$ cat config.mk
export PLATFORM = sky130hd
export DESIGN_NAME = reg_bank_arbiter
export DESIGN_NICKNAME = d
export VERILOG_FILES = /design/src/rtl/reg_bank_arbiter_pkg.sv /design/src/rtl/reg_bank_arbiter_rr_arb2.sv /design/src/rtl/reg_bank_arbiter.sv
export SDC_FILE = /design/constraint.sdc
export NUM_CORES = 1
export LEC_CHECK = 0
export ABC_CLOCK_PERIOD_IN_PS = 1820
export BUFFER_PORTS_ARGS = -buffer_cell sky130_fd_sc_hd__buf_2
export CAP_MARGIN = 40
export CORE_MARGIN = 5
export CORE_UTILIZATION = 45
export DETAILED_ROUTE_END_ITERATION = 16
export PLACE_DENSITY_LB_ADDON = 0.3
export SYNTH_ARGS = -nofsm -noshare
export SYNTH_HDL_FRONTEND = slang
export SYNTH_HIERARCHICAL = 1
export SYNTH_SLANG_ARGS = --single-unit
export TNS_END_PERCENT = 1
$ cat constraint.sdc
create_clock -name clk -period 1.82 [get_ports clk]
set_clock_uncertainty 0.15 [all_clocks]
set_input_delay 0.364 -clock clk [delete_from_list [all_inputs] [get_ports clk]]
set_output_delay 0.364 -clock clk [all_outputs]
set_load 0.01 [all_outputs]
$ cat src/rtl/reg_bank_arbiter_pkg.sv
// regbank_pkg: FSM encoding, port indices and reset defaults shared by reg_bank_arbiter.
package regbank_pkg;
    typedef enum logic [1:0] {ST_IDLE, ST_ACCESS, ST_RESP} state_t;
    localparam int PORT_SPI = 0;
    localparam int PORT_PWM = 1;
    localparam logic [7:0] DEV_ID = 8'h96;
    localparam logic [31:0] RST_VALS_DEF = {8'h03, 8'h02, 8'h01, DEV_ID};
endpackage

$ cat src/rtl/reg_bank_arbiter_rr_arb2.sv
// rr_arb2: two-way round-robin picker; ptr_i selects the preferred port when both request.
module rr_arb2 (
    input  logic [1:0] valid_i,
    input  logic       ptr_i,
    output logic [1:0] grant_o,
    output logic       grant_vld_o
);
    always_comb begin
        grant_o = (valid_i == 2'b11) ? (ptr_i ? 2'b10 : 2'b01) : valid_i;
        grant_vld_o = |valid_i;
    end
endmodule

$ cat src/rtl/reg_bank_arbiter.sv
// reg_bank_arbiter: NREGS x 8 register bank shared by the SPI bridge (port 0) and PWM sequencer (port 1).
// Define REGBANK_ID_LOCK_EN to make register 0 (device ID) read-only.
module reg_bank_arbiter
    import regbank_pkg::*;
#(
    parameter int NREGS = 4,
    parameter int ADDR_W = 7,
    parameter logic [8*NREGS-1:0] RST_VALS = RST_VALS_DEF
) (
    input  logic                clk,
    input  logic                rst_n,
    input  logic [1:0]          req_valid,
    input  logic [1:0]          req_write,
    input  logic [2*ADDR_W-1:0] req_addr,
    input  logic [15:0]         req_wdata,
    output logic [1:0]          req_ready,
    output logic [1:0]          rsp_valid,
    output logic [7:0]          rsp_rdata,
    output logic                rsp_err,
    output logic [8*NREGS-1:0]  regs_flat
);
    localparam int IDX_W = (NREGS > 1) ? $clog2(NREGS) : 1;

    state_t            state_q, state_d;
    logic              rr_ptr_q, rr_ptr_d;
    logic              grant_q, grant_d;
    logic [7:0]        regs_q [NREGS];
    logic [7:0]        regs_d [NREGS];
    logic [7:0]        rsp_rdata_q, rsp_rdata_d;
    logic              rsp_err_q, rsp_err_d;
    logic [1:0]        pick;
    logic              pick_vld;
    logic [ADDR_W-1:0] addr;
    logic [IDX_W-1:0]  idx;
    logic [7:0]        wdata;
    logic              wr, in_range, locked;

    rr_arb2 u_arb (
        .valid_i    (req_valid),
        .ptr_i      (rr_ptr_q),
        .grant_o    (pick),
        .grant_vld_o(pick_vld)
    );

    assign addr     = grant_q ? req_addr[2*ADDR_W-1:ADDR_W] : req_addr[ADDR_W-1:0];
    assign wdata    = grant_q ? req_wdata[15:8] : req_wdata[7:0];
    assign wr       = req_write[grant_q];
    assign idx      = addr[IDX_W-1:0];
    assign in_range = addr < ADDR_W'(NREGS);
`ifdef REGBANK_ID_LOCK_EN
    assign locked = wr && idx == '0;
`else
    assign locked = 1'b0;
`endif

    always_comb begin
        state_d     = state_q;
        grant_d     = grant_q;
        rr_ptr_d    = rr_ptr_q;
        rsp_rdata_d = rsp_rdata_q;
        rsp_err_d   = rsp_err_q;
        regs_d      = regs_q;
        case (state_q)
            ST_IDLE: if (pick_vld) begin
                grant_d = (pick == 2'b10);
                state_d = ST_ACCESS;
            end
            ST_ACCESS: if (req_valid[grant_q]) begin
                state_d     = ST_RESP;
                rr_ptr_d    = ~grant_q;
                rsp_err_d   = !in_range || locked;
                rsp_rdata_d = !in_range ? 8'h00 : (wr && !locked) ? wdata : regs_q[idx];
                if (in_range && wr && !locked) regs_d[idx] = wdata;
            end else begin
                // Requester withdrew: drop the access without touching the pointer.
                state_d = ST_IDLE;
            end
            ST_RESP: state_d = ST_IDLE;
            default: state_d = ST_IDLE;
        endcase
    end

    always_ff @(posedge clk) begin
        if (!rst_n) begin
            state_q     <= ST_IDLE;
            rr_ptr_q    <= 1'b0;
            grant_q     <= 1'b0;
            rsp_rdata_q <= 8'h00;
            rsp_err_q   <= 1'b0;
            for (int i = 0; i < NREGS; i++) regs_q[i] <= RST_VALS[8*i +: 8];
        end else begin
            state_q     <= state_d;
            rr_ptr_q    <= rr_ptr_d;
            grant_q     <= grant_d;
            rsp_rdata_q <= rsp_rdata_d;
            rsp_err_q   <= rsp_err_d;
            regs_q      <= regs_d;
        end
    end

    assign req_ready = (state_q == ST_ACCESS) ? {grant_q == 1'(PORT_PWM), grant_q == 1'(PORT_SPI)} : 2'b00;
    assign rsp_valid = (state_q == ST_RESP) ? {grant_q == 1'(PORT_PWM), grant_q == 1'(PORT_SPI)} : 2'b00;
    assign rsp_rdata = rsp_rdata_q;
    assign rsp_err   = rsp_err_q;

    for (genvar i = 0; i < NREGS; i++) begin : g_flat
        assign regs_flat[8*i +: 8] = regs_q[i];
    end
endmodule

Word level (Yosys, flattened, before mapping)
Cells that the tools add are included.
- bits in registers: 45
- logic and storage cells: 49
- input port bits: 36
- mux-type cells: 21
- equality and inequality tests: 5
- order comparisons: 4
- bitwise operators: 2
- reductions and logical operators: 8
- operators with widths (cell ; number):
    8-bit 2-to-1 mux ; 6
    32-bit bitwise mux ; 1
    8-bit binary-select mux with 2-bit select ; 1
    8-bit demux with 2-bit select ; 1
    2-bit 2-to-1 mux ; 6
    7-bit by 3-bit less-than comparator with 1-bit output, second input constant ; 1
    7-bit 2-to-1 mux ; 1
    2-bit equality test, second input constant ; 3
    1-bit 2-to-1 mux ; 4
    2-bit case mux with 2 select lines ; 1
    2-bit AND reduction ; 2
    3-bit >= comparator, second input constant ; 1
    3-bit by 1-bit less-than comparator with 1-bit output, second input constant ; 1
    2-bit inverter with 3-bit output ; 1
    3-bit AND reduction ; 1
    2-bit by 1-bit equality test with 1-bit output, second input constant ; 1
    1-bit logical AND ; 2
    2-bit zero test ; 1
    1-bit by 2-bit less-than comparator with 1-bit output, second input constant ; 1
    2-bit != test, second input constant ; 1
    2-bit OR reduction ; 1
    1-bit zero test ; 1
    1-bit inverter ; 1

Longest topological paths before layout
Gate-level depths: netlist of the first run.
- depth after elaboration: 7
- mapped depth: 7
- mapped depth without buffers: 4

By module
The synthesis of the first run kept the hierarchy.
- by module, submodules not included (module ; cells each ; sequential area each (µm²) ; instances ; area each (µm²)):
    reg_bank_arbiter ; 220 ; 900.9 ; 1 ; 2338.5
    rr_arb2 ; 4 ; 0.0 ; 1 ; 25.0

Worst setup path before layout of the first run
Ideal clock, no wire load.
- path kind: reg2reg
- start point: register grant_q
- end point: register rsp_rdata_q[0], in the netlist rsp_rdata[0]
- setup time: 0.126 ns
- clock period less this slack: 1.953 ns
- slack: -0.133 ns
- data required time: 1.544 ns
- cell stages (with the launch flop): 5
- arrival: 1.677 ns
- cells stage by stage: dfxtp_1 -> mux2i_4 -> mux4_1 -> nand4_1 -> o211ai_1
- word-level cells in the longest chain between the ends: 7
- elaborated cells between the ends (all ways): 14
- those cells by class: order compare (1); mux (11); bitwise (1); reduce/logical (1)
- ends and longest elaborated chain (element ; RTL line ; RTL):
    start: declaration ; reg_bank_arbiter.sv:26 ; logic grant_q, grant_d;
    start signal: assignment ; reg_bank_arbiter.sv:94 ; grant_q <= grant_d;
    7-bit 2-to-1 mux ; reg_bank_arbiter.sv:45 ; assign addr = grant_q ? req_addr[2*ADDR_W-1:ADDR_W] : req_addr[ADDR_W-1:0];
    2-bit inverter with 3-bit output (implied by the code) ; reg_bank_arbiter.sv:72 ; rsp_rdata_d = !in_range ? 8'h00 : (wr && !locked) ? wdata : regs_q[idx];
    8-bit binary-select mux with 2-bit select ; reg_bank_arbiter.sv:72 ;
    8-bit 2-to-1 mux (implied by the code) (2 in series) ; reg_bank_arbiter.sv:72 ;
    8-bit 2-to-1 mux (2 in series) ; reg_bank_arbiter.sv:72 ;
    end signal: assignment ; reg_bank_arbiter.sv:95 ; rsp_rdata_q <= rsp_rdata_d;
    end: declaration ; reg_bank_arbiter.sv:29 ; logic [7:0] rsp_rdata_q, rsp_rdata_d;
Several ways; a longest one is shown, not always the timed one. The select of a mux whose other input is x is not followed.
A chain may end at the register's enable or synchronous reset.

Worst setup path in the final report of the first run
- start point: register grant_q
- end point: register regs_q, in the netlist regs_flat[10]
- word-level cells in the longest chain between the ends: 7
- elaborated cells between the ends (all ways): 16
- those cells by class: order compare (3); mux (9); bitwise (1); reduce/logical (3)
- ends and longest elaborated chain (element ; RTL line ; RTL):
    7-bit 2-to-1 mux ; reg_bank_arbiter.sv:45 ;
    2-bit inverter with 3-bit output (implied by the code) ; reg_bank_arbiter.sv:73 ; if (in_range && wr && !locked) regs_d[idx] = wdata;
    3-bit >= comparator (implied by the code) or 3-bit by 1-bit less-than comparator with 1-bit output (tied branches) ; reg_bank_arbiter.sv:73 ;
    1-bit logical AND (implied by the code) ; reg_bank_arbiter.sv:73 ;
    8-bit 2-to-1 mux (implied by the code) ; reg_bank_arbiter.sv:73 ;
    8-bit demux with 2-bit select ; reg_bank_arbiter.sv:73 ;
    32-bit bitwise mux ; reg_bank_arbiter.sv:73 ;
    end signal: assignment ; reg_bank_arbiter.sv:97 ; regs_q <= regs_d;
    end: declaration ; reg_bank_arbiter.sv:27 ; logic [7:0] regs_q [NREGS];
Several ways; a longest one is shown, not always the timed one. The select of a mux whose other input is x is not followed.

==> results of run 1 <==
## kinds of logic (layout without fill, tap and decap cells)
| family | count (synthesis) | count (layout) |
|---|---|---|
| muxes | 48 | 48 |
| buffers and inverters | 15 | 113 |
| AOI/OAI and AO/OA | 28 | 28 |
| and+or+nand+nor | 88 | 88 |
| DFF | 45 | 45 |
## worst paths after layout
check                startpoint       endpoint  slack [ns]  cells past startpoint
setup / recovery        grant_q  regs_flat[10]      -0.004                      5
hold reg to reg   regs_flat[14]  regs_flat[14]        0.33                      2
hold / removal            rst_n        grant_q        0.23                      3
setup reg to reg        grant_q  regs_flat[10]      -0.004                      5
## layout by cell type (no fill, tap or decap), drive strengths merged
| cell type | instances |
|---|---|
| and3b | 1 |
| a22o | 1 |
| mux2i | 31 |
| a41oi | 2 |
| a311oi | 6 |
| clkbuf | 5 |
| nor4 | 2 |
| nand2b | 2 |
| buf | 103 |
| nand3 | 2 |
| nor2b | 3 |
| a2bb2oi | 1 |
| nand4b | 1 |
| nor2 | 13 |
| nor3b | 1 |
| mux2 | 9 |
| clkinv | 1 |
| and2 | 6 |
| mux4 | 8 |
| dfxtp | 45 |
| and3 | 3 |
| clkinvlp | 1 |
| a22oi | 1 |
| nand4 | 12 |
| inv | 3 |
| a21oi | 7 |
| o211ai | 8 |
| nand2 | 41 |
| or2 | 1 |
| a21boi | 2 |
## worst min-delay path, delay by kind of cell
kind	cells	cell delay (ns)
buffers and inverters	2	0.24
AO/OA/AOI/OAI	1	0.05
## cell type report
type	count	area, um^2
Clock inverter	3	25.0
Multi-Input combinational cell	164	1380
Tap cell	70	87.6
Timing Repair Buffer	103	586
Sequential cell	45	906
Fill cell	456	2040
Inverter	2	7.51
Clock buffer	5	68.8
## registers in the layout, summed over array words and instances, names as in the netlist
signal and count:
rsp_rdata 8, rr_ptr_q 1, grant_q 1, regs_flat 32, state_q 2, rsp_err 1
## Yosys cell counts (2+ instances only)
| cell | number | share of area, % |
|---|---|---|
| o211ai_1 | 8 | 2.5 |
| a311oi_1 | 6 | 2.2 |
| buf_6 | 4 | 1.9 |
| a21boi_0 | 2 | 0.64 |
| and2_1 | 5 | 1.3 |
| nor2_4 | 2 | 0.95 |
| nand4_4 | 3 | 2.7 |
| buf_4 | 3 | 0.95 |
| clkbuf_1 | 5 | 0.79 |
| mux2_2 | 8 | 3.8 |
| and3_4 | 2 | 0.95 |
| mux4_2 | 7 | 6.7 |
| nand2_1 | 41 | 6.5 |
| nand4_1 | 8 | 2.1 |
| mux2i_1 | 30 | 13 |
| nand2b_1 | 2 | 0.53 |
| nor2b_1 | 3 | 0.79 |
| a41oi_1 | 2 | 0.74 |
| nor2_1 | 11 | 1.7 |
| dfxtp_1 | 45 | 38 |
| a21oi_1 | 7 | 1.5 |
| nand3_4 | 2 | 1.5 |
## timing repair
item | 4_1_cts | 5_1_grt
hold endpoints to repair | 0 | 0
setup buffers | 0 | 1
pin swaps | 4 | 9
setup endpoints to repair | 37 | 30
resized for setup | 2 | 6
## routing by layer
| layer | vias up | track usage, % |
|---|---|---|
| li1 | 1026 | - |
| met1 | 1003 | 24.7 |
| met2 | 76 | 32.5 |
| met3 | 12 | 5.10 |
| met4 | 0 | 7.48 |
| met5 | - | 0 |
## per-stage QoR
| stage | setup slack (ns) | instance area, um^2 | total power [uW] |
|---|---|---|---|
| after floorplan | -0.00639 | 2360 | 1210 |
| after global placement | -0.118 | 2940 | 1320 |
| after detailed placement | -0.130 | 2940 | 1330 |
| after CTS | -0.00467 | 3040 | 1980 |
| after global routing | -0.0795 | 3060 | 2060 |
| final | -0.00391 | 3060 | 1980 |
## power by group through the flow
stage / logic, uW / clock network [uW] / registers [uW]
final: 310 / 668 / 1000
after global routing: 336 / 716 / 1000
after CTS: 304 / 677 / 1000
after detailed placement: 302 / 0 / 1020
after global placement: 299 / 0 / 1020
after floorplan: 183 / 0 / 1020
==> metrics.md, run 1 <==
| Metric | Value |
|---|---|
| Gate Count Post-Synth | `between 200 and 250` |
| Setup WS post-layout | `-0.00391 ns` |
| TNS Setup | `-0.00391 ns` |
| Crit path buf inv count | `1` |
| WS Path Type | `reg2reg` |
| Synth Area in XOR/XNOR | `0%` |
| Slowest stage delay, CP | `between 0.4 and 0.5 ns` |
| Largest net degree at the start of global routing | `36` |
| Row count | `26` |
| First-pass GRT wire length | `roughly 10000 um` |
| CTS buffer count | `5` |
| CTS tree | `built` |
| Worst Path Arrival | `approximately 1.9 ns` |
| Cells along the critical path | `buf_4 > mux2_2 > and2_2 > nand4_4 > mux2i_1` |
| Peak VDD IR | `slightly above 0.4 mV` |
| Seq/Total Area, Yosys | `between 30% and 40%` |
| Final hold violation count | `0` |
| I/O Buffers | `80` |
| Final setup vio count | `1` |
| Worst rel slew slack | `around three quarters` |
| Die Y | `roughly 80 um` |
| Placer Congestion | `about 0.85` |
| Slowest stage cell, crit path | `dfxtp_4` |
| Met1 wire length | `approximately 2800 um` |
| Ys async rst share | `0%` |
| H-tree levels | `2` |
| Max-slew violations | `0` |
| Compound-Gate Fraction of Synth Area | `a little under a tenth` |
| Routed met3 length | `475 um` |
| Startpoint Class | `flip-flop` |
| Status | `complete, but fails checks` |
| Metal2 WL | `between 3000 and 4000 um` |
| Area Overhead vs Synth | `29.6%` |
| Max Freq | `0.548 GHz` |
| Fin crit share | `100%` |
| Core box area | `5110 um^2` |
| Vias in the first global route | `between 2000 and 2500` |
| Critical Path Fanout Max | `7` |
| Initial drt markers | `just under 90` |
| Fin Hold WS | `about 0.23 ns` |
| Part of the power in combinational logic | `15.6%` |
| Share of cells above drive strength 1 | `between 40% and 50%` |
| Syn avg cell area | `10.6 um^2` |
| Initial antenna violation count | `0` |
| Fin crit period | `between 1.5 and 2 ns` |
| Main combinational cell family by area after synthesis | `multiplexers` |
| WP data required | `roughly 1.9 ns` |
| Post-synthesis cell type count | `40` |
| Psw | `562 uW` |
| Clock Power Share | `around a third` |
| DR vias | `2117` |
| Int Pwr | `1420 uW` |
| Total gr overflow | `0` |
| Ys Warns | `6` |
| Clock transition at path regs | `0.09 ns` |
| DR WL/cell | `~16 um` |
| Power per cell area | `approximately 650 nW/um^2` |
| Syn nets | `between 200 and 300` |
| Mux contribution to synthesized area | `25.9%` |
| Leakage dissipation | `0.00147 uW` |
| Worst slew pin tran | `0.355 ns` |
| Clk buf depth | `2` |
| Post-synth EDFFs | `0` |
| Final Core Density | `between 50% and 60%` |
| Layout Cells excl Fill | `roughly 390` |
| Post-route ant nets | `0` |
| Detailed Route WL | `~6400 um` |
| CTS Hold Bufs | `0` |
| Top layer in use | `met4` |
| Failing checks | `setup timing` |
| Adder-cell share of the synthesized area | `0%` |
| Post-Synth Simple-Gate Area | `between 20 and 25%` |
| RSZ-0062 raised after global routing | `yes` |
| Max Cap Viol | `0` |
| Full die area | `between 6000 and 7000 um^2` |
| First drt pass iteration count | `4` |
| ANT cells | `0` |
| Cell Count Post-Placement | `roughly 380` |
| Die W | `~80 um` |
| Clk_lat worst skew | `roughly 0.32 ns` |
| Number of nets in the layout | `around 360` |
| Main synth FF type | `dfxtp_1` |
| Cell family with most CP delay | `multiplexers` |
| CTS sink count | `45` |
| Initial core utilization | `a little under half` |
| Num ports | `81` |
| Hold Crit Class | `in2reg` |
| DR DRC count | `0` |
| Detailed placement HPWL | `between 4000 and 5000 um` |
| CP endpoint kind | `flip-flop` |
| Vias per std cell | `between 5 and 6` |
| Root buf cell | `clkbuf_8` |
| Sw frac | `between 20 and 30%` |
| Tot GR Track Use | `about a fifth` |
| Flops & latches, synth | `45` |
| Syn Std Cell Area | `approximately 2400 um^2` |
| Sequential share of power | `50.6%` |
Power figures use the tool's default switching activity.
==> run 2, diff against run 1 <==
--- a/config.mk
+++ b/config.mk
@@ -11,6 +11,7 @@
 export CORE_MARGIN = 5
 export CORE_UTILIZATION = 45
 export DETAILED_ROUTE_END_ITERATION = 16
+export MAX_ROUTING_LAYER = met4
 export PLACE_DENSITY_LB_ADDON = 0.3
 export SYNTH_ARGS = -nofsm -noshare
 export SYNTH_HDL_FRONTEND = slang
==> run 2 against run 1 <==
Effect of this change:
- the flow still finishes with violations (setup timing)
- die area did not move
- worst hold slack about the same
- sequential cell count is the same
- sequential share of layout area stayed put
- clock power barely moved
- combinational power about the same
- worst setup slack got worse by 0.0050 ns
- total power about the same
- sequential power is essentially flat
- via count fell by 0.24%
- final cell count is the same
- non-clock buffer count stayed put
==> metrics.md, run 2 (synthesized netlist as in run 1, its figures left out) <==
| Metric | Value |
|---|---|
| Status | `complete, but fails checks` |
| Failing checks | `setup timing` |
| Peak VDD IR | `0.403 mV (-0.25%)` |
| Clock Power Share | `33.7% (about the same)` |
| Die Y | `82.5 um (unchanged)` |
| R2R setup slack | `-0.009 ns (about the same)` |
| Worst slew pin tran | `0.355 ns (-0.000296 ns)` |
| Power per cell area | `646 nW/um^2 (about the same)` |
| DR DRC count | `0 (unchanged)` |
| Row count | `26 (unchanged)` |
| Fin crit period | `1.83 ns (+0.00501 ns)` |
| Int Pwr | `1420 uW (about the same)` |
| Initial antenna violation count | `0 (unchanged)` |
| Most frequent cells in the layout | `buf_2 (80), dfxtp_1 (43), nand2_1 (41)` |
| First drt pass iteration count | `4 (unchanged)` |
| Sw frac | `28.3% (-0.042 points)` |
| DR WL/cell | `16.4 um (about the same)` |
| Hold path cells | `3 (unchanged)` |
| Clk_lat worst skew | `0.32 ns (about the same)` |
| Detailed placement HPWL | `4780 um (unchanged)` |
| Commonest non-fill, non-tap cell in the layout | `buf_2` |
| WS Path Type | `reg2reg` |
| CTS sink count | `45 (unchanged)` |
| Placer Congestion | `0.867 (+1.6%)` |
| Vias in the first global route | `2094 (-0.14%)` |
| TNS Setup | `-0.00891 ns (-0.00501 ns)` |
| Reg2reg end | `regs_flat[10]` |
| H-tree levels | `2 (unchanged)` |
| Initial core utilization | `46.3% (unchanged)` |
| Largest net degree at the start of global routing | `36 (unchanged)` |
| Final setup vio count | `1 (unchanged)` |
| Crit path to | `regs_flat[10]` |
| Num ports | `81 (unchanged)` |
| Area Overhead vs Synth | `29.6% (unchanged)` |
| ANT cells | `0 (unchanged)` |
| Fin Hold WS | `0.234 ns (+0.000281 ns)` |
| Critical Path Fanout Max | `7 (unchanged)` |
| Psw | `561 uW (-0.21%)` |
| Share of cells above drive strength 1 | `46.9% (unchanged)` |
| Post-route ant nets | `0 (unchanged)` |
| Vias per std cell | `5.39 (-0.24%)` |
| Max reg flops | `32 (unchanged)` |
| First-pass GRT wire length | `10100 um (+0.14%)` |
| Crit path from | `grant_q` |
| Worst Path Arrival | `1.92 ns (about the same)` |
| Startpoint Class | `flip-flop` |
| Clock transition at path regs | `0.09 ns (about the same)` |
| Core box area | `5110 um^2 (unchanged)` |
| Fin crit share | `100% (+0.28 points)` |
| Max Cap Viol | `0 (unchanged)` |
| CTS buffer count | `5 (unchanged)` |
| Reg2Reg Depth | `5 (unchanged)` |
| Full die area | `6800 um^2 (unchanged)` |
| Worst rel slew slack | `76.3% (about the same)` |
| Root buf cell | `clkbuf_8` |
| Tot GR Track Use | `20.3% (+0.58 points)` |
| Initial drt markers | `95 (+9.2%)` |
| RSZ-0062 raised after global routing | `yes` |
| Max Freq | `0.547 GHz (-0.27%)` |
| Setup WS post-layout | `-0.00891 ns (-0.00501 ns)` |
| CTS Hold Bufs | `0 (unchanged)` |
| Final hold violation count | `0 (unchanged)` |
| Clk buf depth | `2 (unchanged)` |
| Max-slew violations | `0 (unchanged)` |
| Detailed Route WL | `6430 um (about the same)` |
| CP endpoint kind | `flip-flop` |
| Worst reg2reg startpoint | `grant_q` |
| Number of nets in the layout | `357 (unchanged)` |
| Sequential share of power | `50.6% (about the same)` |
| DR vias | `2112 (-0.24%)` |
| Hold Crit Class | `in2reg` |
| I/O Buffers | `80 (unchanged)` |
| Die W | `82.5 um (unchanged)` |
| Leakage dissipation | `0.00147 uW (unchanged)` |
| CTS tree | `built` |
| Total gr overflow | `0 (unchanged)` |
| Part of the power in combinational logic | `15.6% (about the same)` |
| WP data required | `1.91 ns (about the same)` |
-- run 2: cell counts in the layout (fill, tap and decap cells not counted) --
No cell type changed its count.
-- run 2: what timing repair did --
item | 4_1_cts | 5_1_grt
pin swaps | 4 | 9
setup endpoints to repair | 37 | 30
setup buffers | 0 | 1
gates resized for setup | 2 | 6
-- run 2: through the flow --
step	std cells	setup slack (ns)	total power (uW)	util (%)	area, um^2
2_1_floorplan	224	-0.00639	1210	-	2360
3_5_place_dp	383	-0.130	1330	57.5	2940
6_report	392	-0.00891	1980	60.0	3060
3_3_place_gp	383	-0.118	1320	57.5	2940
4_1_cts	391	-0.00467	1980	59.4	3040
5_1_grt	392	-0.0795	2060	60.0	3060
-- run 2: how the worst min path moves through the flow --
stage | end | slack [ns] | startpoint
after floorplan | regs_flat[10] | 0.34 | regs_flat[10]
after global placement | regs_flat[14] | 0.31 | regs_flat[14]
after detailed placement | regs_flat[14] | 0.32 | regs_flat[14]
after CTS | grant_q | 0.22 | rst_n
after global routing | grant_q | 0.26 | rst_n
final | grant_q | 0.23 | rst_n
-- run 2: critical path: stages (launching register included) --
cell     delay, ns
dfxtp_4       0.41
buf_4         0.18
mux2_2        0.38
and2_2        0.23
nand4_4       0.20
mux2i_1       0.20
-- run 2: final cells by class --
class | count | area, um^2
inverters | 2 | 7.51
well taps | 70 | 87.6
clock buffers | 5 | 68.8
multi-input cells | 164 | 1380
repair buffers | 103 | 586
flip-flops and latches | 45 | 906
fillers | 456 | 2040
clock inverters | 3 | 25.0
-- run 2: power by group through the flow --
stage	combinational [uW]	clock (uW)	sequential (uW)
6_report	309	667	1000
5_1_grt	336	718	1000
4_1_cts	304	677	1000
3_5_place_dp	302	0	1020
3_3_place_gp	299	0	1020
2_1_floorplan	183	0	1020
-- run 2: metal layers --
metal | wire, um | GRT usage [%]
met5 | 0 | -
met4 | 97 | 7.48
met3 | 452 | 4.45
met2 | 3070 | 32.5
met1 | 2810 | 25.2
==> run 3, diff against run 2 <==
--- a/config.mk
+++ b/config.mk
@@ -8,8 +8,10 @@
 export ABC_CLOCK_PERIOD_IN_PS = 1820
 export BUFFER_PORTS_ARGS = -buffer_cell sky130_fd_sc_hd__buf_2
 export CAP_MARGIN = 40
+export CELL_PAD_IN_SITES_DETAIL_PLACEMENT = 1
+export CELL_PAD_IN_SITES_GLOBAL_PLACEMENT = 2
 export CORE_MARGIN = 5
-export CORE_UTILIZATION = 45
+export CORE_UTILIZATION = 27
 export DETAILED_ROUTE_END_ITERATION = 16
 export MAX_ROUTING_LAYER = met4
 export PLACE_DENSITY_LB_ADDON = 0.3
==> run 3 against run 2 <==
Effect of this change:
- the run now ends clean
- clock power barely moved
- first-iteration DRC count fell by 34%
- sequential share of layout area shrank 0.61 points
- sequential cell count unchanged
- critical endpoint is now rsp_rdata[0]
==> metrics.md, run 3 (synthesized netlist as in run 1, its figures left out) <==
| Metric | Value |
|---|---|
| Met1 GRT Util | `17.6% (-7.6 points)` |
| Initial antenna violation count | `0 (unchanged)` |
| Initial drt markers | `63 (-34%)` |
| Max reg flops | `32 (unchanged)` |
| Max Freq | `0.556 GHz (+1.8%)` |
| Max-slew violations | `0 (unchanged)` |
| Die W | `104 um (+26%)` |
| Initial core utilization | `27.4% (-19 points)` |
| Int Pwr | `1410 uW (-0.30%)` |
| CP endpoint kind | `flip-flop` |
| Met3 Track Usage GR | `3.17% (-1.3 points)` |
| Clk_lat worst skew | `0.31 ns (about the same)` |
| Slowest stage cell, crit path | `dfxtp_4` |
| Share of cells above drive strength 1 | `45.3% (-1.6 points)` |
| Clock Power Share | `33.7% (about the same)` |
| First drt pass iteration count | `4 (unchanged)` |
| Cell family with most CP delay | `multiplexers` |
| Placer Congestion | `0.818 (-5.7%)` |
| Fin crit period | `1.80 ns (-0.0315 ns)` |
| Power per cell area | `635 nW/um^2 (-1.7%)` |
| Worst Path Arrival | `1.85 ns (-0.07 ns)` |
| CTS Hold Bufs | `0 (unchanged)` |
| Tot GR Track Use | `14.3% (-6.0 points)` |
| H-tree levels | `2 (unchanged)` |
| Fill cells | `1015 (+120%)` |
| Root buf cell | `clkbuf_8` |
| R2R setup slack | `0.02 ns (+0.03 ns)` |
| Row count | `34 (+31%)` |
| Leakage dissipation | `0.00146 uW (-0.56%)` |
| Area Overhead vs Synth | `32.4%` |
| Clk buf depth | `2 (unchanged)` |
| Most frequent cells in the layout | `buf_2 (80), dfxtp_1 (43), nand2_1 (41)` |
| First-pass GRT wire length | `12100 um (+21%)` |
| TNS Setup | `0 ns (+0.00891 ns)` |
| DR vias | `2129 (+0.80%)` |
| Critical Path Fanout Max | `6 (-1)` |
| Final setup vio count | `0 (-1)` |
| Detailed placement HPWL | `5840 um (+22%)` |
| Commonest non-fill, non-tap cell in the layout | `buf_2` |
| Cells along the critical path | `buf_12 > mux2i_1 > buf_4 > buf_6 > mux4_2 > nand4_1 > o211ai_1` |
| Placed Instance Area | `3000 um^2 (+2.0%)` |
| Worst slew pin tran | `0.272 ns (-0.0826 ns)` |
| Status | `finished, final reports clean` |
| Hold Crit Class | `in2reg` |
| Vias in the first global route | `2286 (+9.2%)` |
| Total gr overflow | `0 (unchanged)` |
| CTS tree | `built` |
| Full die area | `10700 um^2 (+58%)` |
| Fin crit share | `98.8% (-1.7 points)` |
| Largest net degree at the start of global routing | `16 (-56%)` |
| DR WL/cell | `17.6 um (+7.3%)` |
| Die Y | `104 um (+26%)` |
| DR DRC count | `0 (unchanged)` |
| Post-route ant nets | `0 (unchanged)` |
| Final hold violation count | `0 (unchanged)` |
| Most Crowded Layer GR | `met2` |
| CTS buffer count | `5 (unchanged)` |
| Sequential share of power | `50.4% (-0.2 points)` |
| Final instance area | `3130 um^2 (+2.1%)` |
| Grt met2 use | `23.2% (-9.3 points)` |
| Part of the power in combinational logic | `15.9% (+0.3 points)` |
| CTS sink count | `45 (unchanged)` |
| RSZ-0062 raised after global routing | `yes` |
| Psw | `573 uW (+2.2%)` |
| Startpoint Class | `flip-flop` |
| Vias per std cell | `4.97 (-7.7%)` |
| Final Core Density | `36.2% (-24 points)` |
| Detailed Route WL | `7540 um (+17%)` |
| Sw frac | `28.8% (+0.50 points)` |
| Number of nets in the layout | `355 (-0.56%)` |
| Num ports | `81 (unchanged)` |
| Core box area | `8640 um^2 (+69%)` |
| Max Cap Viol | `0 (unchanged)` |
| Peak VDD IR | `0.275 mV (-32%)` |
| Worst rel slew slack | `81.8% (+5.5 points)` |
| Crit path buf inv count | `3 (+2)` |
| Clock transition at path regs | `0.10 ns (about the same)` |
| WS Path Type | `reg2reg` |
| ANT cells | `0 (unchanged)` |
| I/O Buffers | `80 (unchanged)` |
| Slowest stage delay, CP | `0.41 ns (about the same)` |
| WP data required | `1.87 ns (-0.04 ns)` |
-- run 3: cell types whose count changed in the layout (fill, tap and decap cells not counted), sizes merged --
| cell | previous run | this run |
|---|---|---|
| clkinv | 1 | 2 |
| inv | 3 | 2 |
| buf | 103 | 101 |
-- run 3: worst reg2reg max path, delay by kind of cell, from the launching register on --
family                 cells  cell delay (ns)
muxes                      2             0.49
buffers and inverters      3             0.46
DFF                        1             0.41
and+or+nand+nor            1             0.10
AOI/OAI and AO/OA          1             0.09
-- run 3: layer usage --
metal / wire length [um] / vias to the layer above / share of wire [%]
li1: - / 1012 / -
met1: 3380 / 1054 / 45
met2: 3700 / 53 / 49
met3: 288 / 10 / 3.8
met4: 167 / 0 / 2.2
met5: 0 / - / 0
-- run 3: timing repair --
action,4_1_cts,5_1_grt
setup buffers,1,0
pin swaps,4,4
gates cloned,0,0
endpoints found under the setup margin,26,39
resized for setup,2,5
-- run 3: path summary, 6_finish.rpt --
path / startpoint / end / depth (start not counted)
max: grant_q / rsp_rdata[0] / 7
min: req_valid[1] / rr_ptr_q / 4
min reg2reg: regs_flat[29] / regs_flat[29] / 2
max reg2reg: grant_q / rsp_rdata[0] / 7
-- run 3: metrics by stage --
step	total power, uW	hold slack (ns)	cells	setup slack [ns]
3_5_place_dp	1340	0.317	419	-0.0874
4_1_cts	2000	0.248	428	-0.0166
2_1_floorplan	1210	0.342	224	-0.00639
3_3_place_gp	1340	0.308	419	-0.0663
6_report	1990	0.250	428	0.0226
5_1_grt	2060	0.267	428	-0.0839
-- run 3: area by class of cell --
cell class,instances,area (um^2),area share [%]
multi-input cells,164,1380,43.9
clock inverters,3,21.3,0.680
well taps,108,135,4.32
flip-flops and latches,45,906,28.9
inverters,2,7.51,0.240
repair buffers,101,616,19.7
clock buffers,5,68.8,2.20
-- run 3: power groups by stage --
stage,clock [uW],sequential (uW),combinational (uW)
4_1_cts,677,1000,317
3_5_place_dp,0,1020,314
6_report,669,1000,316
5_1_grt,713,1000,344
2_1_floorplan,0,1020,183
3_3_place_gp,0,1020,311
